==> src/rtl/tt_vbhatt_uart_led_core.sv <==
// UART-to-7-segment core: receives 8N1 bytes on ui_in[0], shows hex digits on
// uo_out[6:0], flags framing errors on uo_out[7] and echoes valid bytes on
// uio_out[0].
module tt_vbhatt_uart_led_core #(
    parameter int CLKS_PER_BIT = 1042
) (
    input  logic       clk,
    input  logic       rst_n,
    input  logic       ena,
    input  logic [7:0] ui_in,
    output logic [7:0] uo_out,
    input  logic [7:0] uio_in,
    output logic [7:0] uio_out,
    output logic [7:0] uio_oe
);

    localparam logic [15:0] BIT_LAST  = 16'(CLKS_PER_BIT - 1);
    localparam logic [15:0] HALF_LAST = 16'(CLKS_PER_BIT / 2 - 1);

    typedef enum logic [1:0] {
        IDLE  = 2'd0,
        START = 2'd1,
        DATA  = 2'd2,
        STOP  = 2'd3
    } rx_state_t;

    // Segment pattern for a hex digit, bit0 = a .. bit6 = g.
    function automatic logic [6:0] seg_of(input logic [3:0] n);
        logic [6:0] s;
        case (n)
            4'h0:    s = 7'h3F;
            4'h1:    s = 7'h06;
            4'h2:    s = 7'h5B;
            4'h3:    s = 7'h4F;
            4'h4:    s = 7'h66;
            4'h5:    s = 7'h6D;
            4'h6:    s = 7'h7D;
            4'h7:    s = 7'h07;
            4'h8:    s = 7'h7F;
            4'h9:    s = 7'h6F;
            4'hA:    s = 7'h77;
            4'hB:    s = 7'h7C;
            4'hC:    s = 7'h39;
            4'hD:    s = 7'h5E;
            4'hE:    s = 7'h79;
            4'hF:    s = 7'h71;
            default: s = 7'h40;
        endcase
        return s;
    endfunction

    // ASCII hex character to segment pattern; anything else shows a dash.
    function automatic logic [6:0] decode(input logic [7:0] b);
        logic [6:0] s;
        if (b >= 8'h30 && b <= 8'h39) begin
            s = seg_of(b[3:0]);
        end else if ((b >= 8'h41 && b <= 8'h46) || (b >= 8'h61 && b <= 8'h66)) begin
            s = seg_of(b[3:0] + 4'd9);
        end else begin
            s = 7'h40;
        end
        return s;
    endfunction

    logic        sync1_r, sync2_r;
    logic        rx_s;
    rx_state_t   state_r, state_n;
    logic [15:0] cnt_r, cnt_n;
    logic [2:0]  idx_r, idx_n;
    logic [7:0]  shift_r, shift_n;
    logic        done_ok_s, done_err_s;
    logic        valid_r, ferr_pulse_r;
    logic [6:0]  seg_r;
    logic        ferr_r;
    logic        tx_busy_r, tx_line_r;
    logic [15:0] tx_cnt_r;
    logic [3:0]  tx_bit_r;
    logic [8:0]  tx_shift_r;
    logic        unused_s;

    assign rx_s     = sync2_r;
    assign unused_s = &{1'b0, ena, ui_in[7:1], uio_in};

    // Two-flop synchronizer for the asynchronous RX line (idles high).
    always_ff @(posedge clk) begin
        if (rst_n) begin
            sync1_r <= 1'b1;
            sync2_r <= 1'b1;
        end else begin
            sync1_r <= ui_in[0];
            sync2_r <= sync1_r;
        end
    end

    // RX frame sequencing: next state, bit counter and shift register.
    always_comb begin
        state_n    = state_r;
        cnt_n      = cnt_r;
        idx_n      = idx_r;
        shift_n    = shift_r;
        done_ok_s  = 1'b0;
        done_err_s = 1'b0;
        case (state_r)
            IDLE: begin
                cnt_n = 16'd0;
                if (!rx_s) begin
                    state_n = START;
                end else begin
                    state_n = IDLE;
                end
            end
            START: begin
                if (cnt_r == HALF_LAST) begin
                    cnt_n = 16'd0;
                    idx_n = 3'd0;
                    if (!rx_s) begin
                        state_n = DATA;
                    end else begin
                        state_n = IDLE;
                    end
                end else begin
                    cnt_n = cnt_r + 16'd1;
                end
            end
            DATA: begin
                if (cnt_r == BIT_LAST) begin
                    cnt_n   = 16'd0;
                    shift_n = {rx_s, shift_r[7:1]};
                    if (idx_r == 3'd7) begin
                        state_n = STOP;
                    end else begin
                        idx_n = idx_r + 3'd1;
                    end
                end else begin
                    cnt_n = cnt_r + 16'd1;
                end
            end
            STOP: begin
                if (cnt_r == BIT_LAST) begin
                    cnt_n   = 16'd0;
                    state_n = IDLE;
                    if (rx_s) begin
                        done_ok_s = 1'b1;
                    end else begin
                        done_err_s = 1'b1;
                    end
                end else begin
                    cnt_n = cnt_r + 16'd1;
                end
            end
            default: begin
                state_n = IDLE;
                cnt_n   = 16'd0;
            end
        endcase
    end

    // RX state registers plus one-cycle completion pulses.
    always_ff @(posedge clk) begin
        if (rst_n) begin
            state_r      <= IDLE;
            cnt_r        <= 16'd0;
            idx_r        <= 3'd0;
            shift_r      <= 8'h00;
            valid_r      <= 1'b0;
            ferr_pulse_r <= 1'b0;
        end else begin
            state_r      <= state_n;
            cnt_r        <= cnt_n;
            idx_r        <= idx_n;
            shift_r      <= shift_n;
            valid_r      <= done_ok_s;
            ferr_pulse_r <= done_err_s;
        end
    end

    // Display: valid bytes load the segments and clear the error flag;
    // framing errors only raise the flag.
    always_ff @(posedge clk) begin
        if (rst_n) begin
            seg_r  <= 7'h00;
            ferr_r <= 1'b0;
        end else if (valid_r) begin
            seg_r  <= decode(shift_r);
            ferr_r <= 1'b0;
        end else if (ferr_pulse_r) begin
            ferr_r <= 1'b1;
        end else begin
            seg_r  <= seg_r;
            ferr_r <= ferr_r;
        end
    end

    // TX echo: a valid byte accepted while idle starts a 10-bit frame; bytes
    // arriving while busy are dropped so the frame in flight is untouched.
    always_ff @(posedge clk) begin
        if (rst_n) begin
            tx_busy_r  <= 1'b0;
            tx_line_r  <= 1'b1;
            tx_cnt_r   <= 16'd0;
            tx_bit_r   <= 4'd0;
            tx_shift_r <= 9'h1FF;
        end else if (!tx_busy_r) begin
            if (valid_r) begin
                tx_busy_r  <= 1'b1;
                tx_line_r  <= 1'b0;
                tx_cnt_r   <= 16'd0;
                tx_bit_r   <= 4'd0;
                tx_shift_r <= {1'b1, shift_r};
            end else begin
                tx_line_r <= 1'b1;
            end
        end else if (tx_cnt_r == BIT_LAST) begin
            tx_cnt_r <= 16'd0;
            if (tx_bit_r == 4'd9) begin
                tx_busy_r <= 1'b0;
                tx_line_r <= 1'b1;
            end else begin
                tx_bit_r   <= tx_bit_r + 4'd1;
                tx_line_r  <= tx_shift_r[0];
                tx_shift_r <= {1'b1, tx_shift_r[8:1]};
            end
        end else begin
            tx_cnt_r <= tx_cnt_r + 16'd1;
        end
    end

    assign uo_out  = {ferr_r, seg_r};
    assign uio_out = {7'b000_0000, tx_line_r};
    assign uio_oe  = 8'b0000_0001;

endmodule

==> config.mk <==
export PLATFORM = sky130hd
export DESIGN_NAME = tt_vbhatt_uart_led_core
export DESIGN_NICKNAME = d
export VERILOG_FILES = /design/src/rtl/tt_vbhatt_uart_led_core.sv
export SDC_FILE = /design/constraint.sdc
export NUM_CORES = 1
export LEC_CHECK = 0
export CORE_ASPECT_RATIO = 1.1
export CORE_MARGIN = 5
export CORE_UTILIZATION = 45
export CTS_CLUSTER_DIAMETER = 30
export DETAILED_ROUTE_END_ITERATION = 7
export PLACE_DENSITY = 0.78
export SYNTH_ARGS = -nofsm -noshare
export SYNTH_HDL_FRONTEND = slang
export SYNTH_SLANG_ARGS = --single-unit
==> constraint.sdc <==
create_clock -name clk -period 2.59 [get_ports clk]
set_clock_uncertainty 0.15 [all_clocks]
set_input_delay 0.259 -clock clk [delete_from_list [all_inputs] [get_ports clk]]
set_output_delay 0.259 -clock clk [all_outputs]
set_load 0.02 [all_outputs]
Word-level counts from Yosys, hierarchy flattened:

Memories as Yosys holds them, arrays and structs flattened. A register that Yosys moved wholly into a read port is not among the register bits.
Cells that the tools add are included.

* add/subtract/negate cells: 5
* $lt $le $gt $ge: 6
* eq/ne operators: 15
* muxes and demuxes: 39
* bitwise logic cells: 2
* reductions and logical operators: 14

Operators by type and width (count)
* 16-bit two-way mux: 5
* 16-bit case mux with 3 select lines: 1
* 9-bit two-way mux: 4
* 16-bit by 1-bit adder with 16-bit output (second input constant): 2
* 16-bit by 11-bit == test with 1-bit output (second input constant): 2
* 4-bit two-way mux: 6
* 16-bit by 10-bit == test with 1-bit output (second input constant): 1
* 8-bit by 7-bit >= comparator with 1-bit output (second input constant): 2
* 8-bit by 7-bit less-or-equal comparator with 1-bit output (second input constant): 2
* 7-bit two-way mux: 2
* 2-bit != test (second input constant): 6
* 1-bit two-way mux: 11
* 2-bit two-way mux: 5
* 3-bit two-way mux: 3
* 8-bit by 6-bit >= comparator with 1-bit output (second input constant): 1
* 8-bit by 6-bit less-or-equal comparator with 1-bit output (second input constant): 1
* 2-bit case mux with 4 select lines: 1
* 4-bit AND reduction: 2
* 3-bit case mux with 2 select lines: 1
* 4-bit by 1-bit adder with 4-bit output (second input constant): 1
* 4-bit adder (second input constant): 1
* 2-bit == test (second input constant): 2
* 4-bit == test (second input constant): 1
* 2-bit nonzero test: 2
* other kinds (12): 16

* register bits after elaboration: 72
* memory bits (read-only): 224
* input port bits: 19
* output and inout port bits: 24
* memories kept: 2

Memory list
* (name not given): words 16, width 7, rd ports 1, clocked after memory_dff 1, write ports 0, RTL line 30 `case (n)`
* (name not given): words 16, width 7, rd ports 1, clocked after memory_dff 0, write ports 0, RTL line 30

Logic depth before layout (Yosys ltp):

* word-level depth: 5
* gate-level depth with buffers: 13
* mapped depth without buffers: 12

Worst setup path before layout:

OpenSTA, ideal clock, no wires.

* kind: reg-to-reg
* from: reg cnt_r[7]
* to: reg (tool-made name)
* library setup time: 0.079 ns
* arrival time: 2.247 ns
* required time: 2.361 ns
* path slack: 0.114 ns
* stages on the path, launching flop included: 10
* buffers on the path: 1
* cell sequence: dfxtp_1 nor4_2 and3_1 buf_6 nand2_4 a21oi_1 nor2_1 ha_1 or4_1 o211ai_1

RTL lines
* start, declared: RTL line 68 `logic [15:0] cnt_r, cnt_n;`
* start signal, assigned: RTL line 169 `cnt_r <= cnt_n;`

==> results.yml <==
outcome:
  run_status: "finished clean"
layout:
  fin_util_pct: 51.0
  syn_to_final_growth_pct: 12.3
  diodes: 0
  drive_gt1_share_pct: 15.1
  final_nets: 585
  seq_area_um2: 1560
  multi_input_area_um2: 2600
  fill_cells: 888
synthesis:
  synth_edf_count: 0
  synth_top_flop_cell: "dfxtp_1"
  yosys_warnings: 0
  ys_seq_area_share_pct: 35.3
  synth_area_per_cell_um2: 8.49
  ys_ff_latch: 78
  netlist_instances: 521
  syn_area_um2: 4420
  synth_cell_type_count: 78
  async_flop_share_pct: 0
place:
  finalWeightedCongestion: 0.881
  place.detailed.hpwl_um: 6920
  io_buffers: 11
global_route:
  antenna_found_initial: 0
  grt_max_degree: 28
  grt_pass1_vias: 3694
  use_met1_pct: 19.5
  busiest_layer: "met2"
  use_met2_pct: 30.0
  overflow: 0
  grt_use_met3_pct: 3.68
  grt_pass1_wl_um: 16800
  grtUsageTotal_pct: 16.9
routing:
  drc: 0
  wl_per_cell_um: 14.8
  routed_wirelength_um: 9920
  avgViaCountPerCell: 5.74
  ant_nets: 0
  first_pass_iters: 4
  first_iter_violations: 277
  vias: 3831
floorplanning:
  io_pins: 43
  row_count: 38
  coreArea_um2: 9750
  initial_utilization_pct: 45.4
  die_area_um2: 11900
  die_y_um: 114
  die_w_um: 105
clocking:
  clock_path_buffers: 2
  cts_tree: "yes"
  root_buffer: "clkbuf_8"
  clkSinkCount: 78
  htree_levels: 3
  insertion_delay_ns: 0.37
  cts_buffers: 9
  clkTransAtPathRegs_ns: 0.08
worst_setup_path:
  r2r_cells: 8
  r2r_start: "cnt_r[12]"
  cp-end-kind: "register"
  cp_data_required_time_ns: 2.67
  critical_path_class: "reg2reg"
  arrival_ns: 2.55
  rrSetupSlack_ns: 0.12
  startpoint_type: "register"
  cp_max_fo: 4
sta:
  setup_viol: 0
  hold_viol: 0
  hold_ws_ns: 0.270
  fin_crit_sh_pct: 95.4
  tightest_slew_ns: 0.593
  setup-tns-final_ns: 0
  drv_slew: 0
  rsz0062_at_grt: "yes"
  finalCriticalPeriod_ns: 2.47
  fmax_mhz: 405
  max-slew-margin-rel_pct: 60.3
min_path:
  hold_path_class: "reg2reg"
  min_from: "sync1_r"
  whs_path_depth: 1
  worstHoldEndpoint: "rx_s"
power_and_ir_drop:
  power_frac_clock_pct: 41.3
  p_per_area_nw_per_um2: 479
  total_power_mw: 2.38
  power.internal_mw: 1.80
  ir_drop_uv: 288
  p_sw_share_pct: 24.2
  combPwrFrac_pct: 6.9
  seqPwrFrac_pct: 51.8
  p_leak_nw: 1.80
  net-switching-power_mw: 0.577
run:
  maxCapViolations: 0
[layer usage]
metal / wire, µm / up-vias / share of wire (%)
met1: 4260 / 1837 / 43
met3: 414 / 24 / 4.2
met5: 0 / - / 0
met2: 4960 / 84 / 50
li1: - / 1886 / -
met4: 285 / 0 / 2.9
[area by class of cell]
type	instances	area share (%)
repair buffers	43	7.30
well taps	120	3.02
clock inverters	4	1.06
clock buffers	12	3.32
flip-flops and latches	78	31.5
inverters	20	1.51
multi-input cells	391	52.3
[per-stage QoR]
stage                     instance area, µm²  setup WS [ns]  std cells
after floorplan                         4470          0.114        534
after global placement                  4700          0.117        649
after detailed placement                4700         0.0645        649
after CTS                               4920        0.00822        665
after global routing                    4970        -0.0244        668
final                                   4970          0.120        668
[what timing repair did]
action	4_1_cts	5_1_grt
setup buffers	0	3
gates resized for setup	0	8
hold buffers	0	0
endpoints found under the setup margin	0	7
[logic make-up after synthesis]
| logic type | after synthesis | synth area share, % |
|---|---|---|
| AOI/OAI and AO/OA | 119 | 18.7 |
| muxes | 11 | 2.49 |
| and+or+nand+nor | 204 | 25.4 |
| other | 2 | 0.170 |
| adders and majority gates | 23 | 6.50 |
| DFF | 78 | 35.3 |
| buffers and inverters | 65 | 7.69 |
| xor gates and xnor gates | 19 | 3.76 |
[power groups by stage]
| stage | sequential [mW] | combinational [mW] | clock, mW |
|---|---|---|---|
| floorplan | 1.26 | 0.142 | 0 |
| global placement | 1.26 | 0.157 | 0 |
| detailed placement | 1.26 | 0.162 | 0 |
| CTS | 1.23 | 0.163 | 1.00 |
| global route | 1.23 | 0.183 | 1.06 |
| finish | 1.23 | 0.164 | 0.984 |
[cell usage after synthesis, types with 3 or more instances]
cell,instances,area (µm²)
clkbuf_1,14,52.6
a311oi_1,6,52.6
buf_4,21,158
inv_1,19,71.3
dfxtp_1,78,1560
o22ai_1,6,37.5
o32ai_1,3,26.3
nor3_1,11,55.1
nand4_1,5,31.3
a21oi_1,37,185
nor4_1,7,43.8
nand2b_1,5,31.3
xnor2_1,9,78.8
and3_1,8,50.1
or2_2,6,37.5
mux2i_1,11,110
ha_1,23,288
o21ai_0,16,80.1
xor2_1,10,87.6
nor4_4,3,63.8
a211oi_1,9,67.6
nor3b_1,3,22.5
nand3_1,19,95.1
nor2b_1,4,25.0
nor2_1,60,225
nand4b_1,4,35.0
a31oi_1,5,31.3
a41oi_1,3,26.3
o211ai_1,8,60.1
nand3b_1,4,30.0
nand2_1,45,169
buf_2,6,30.0
[cell usage in the layout (no fill, tap or decap), types with 12 or more instances in the layout]
cell type and instances:
nand2_1 45, a21oi_1 37, ha_1 22, nor2_1 59, dfxtp_1 76, buf_4 31
conb_1 15, clkbuf_8 12, inv_1 19, o21ai_0 16, nand3_1 18
[worst max-delay path, cell delays in order (launching register included)]
cell and delay (ns):
dfxtp_2 0.35, nor4_4 0.37, nand3_2 0.15, nor3_1 0.20
a21oi_1 0.09, or2_2 0.34, ha_1 0.23, o32ai_1 0.32
o22ai_1 0.14
[worst max-delay path by stage]
stage                   start        to  slack (ns)  cells after the start
global route        cnt_r[12]  register       -0.02                     10
global placement     cnt_r[7]  register        0.12                     11
floorplan            cnt_r[7]  register        0.11                      9
CTS                  cnt_r[7]  register       0.008                      8
detailed placement   cnt_r[7]  register        0.06                     11
finish              cnt_r[12]  register        0.12                      8
Note: power is estimated with default switching activity, not from simulation.
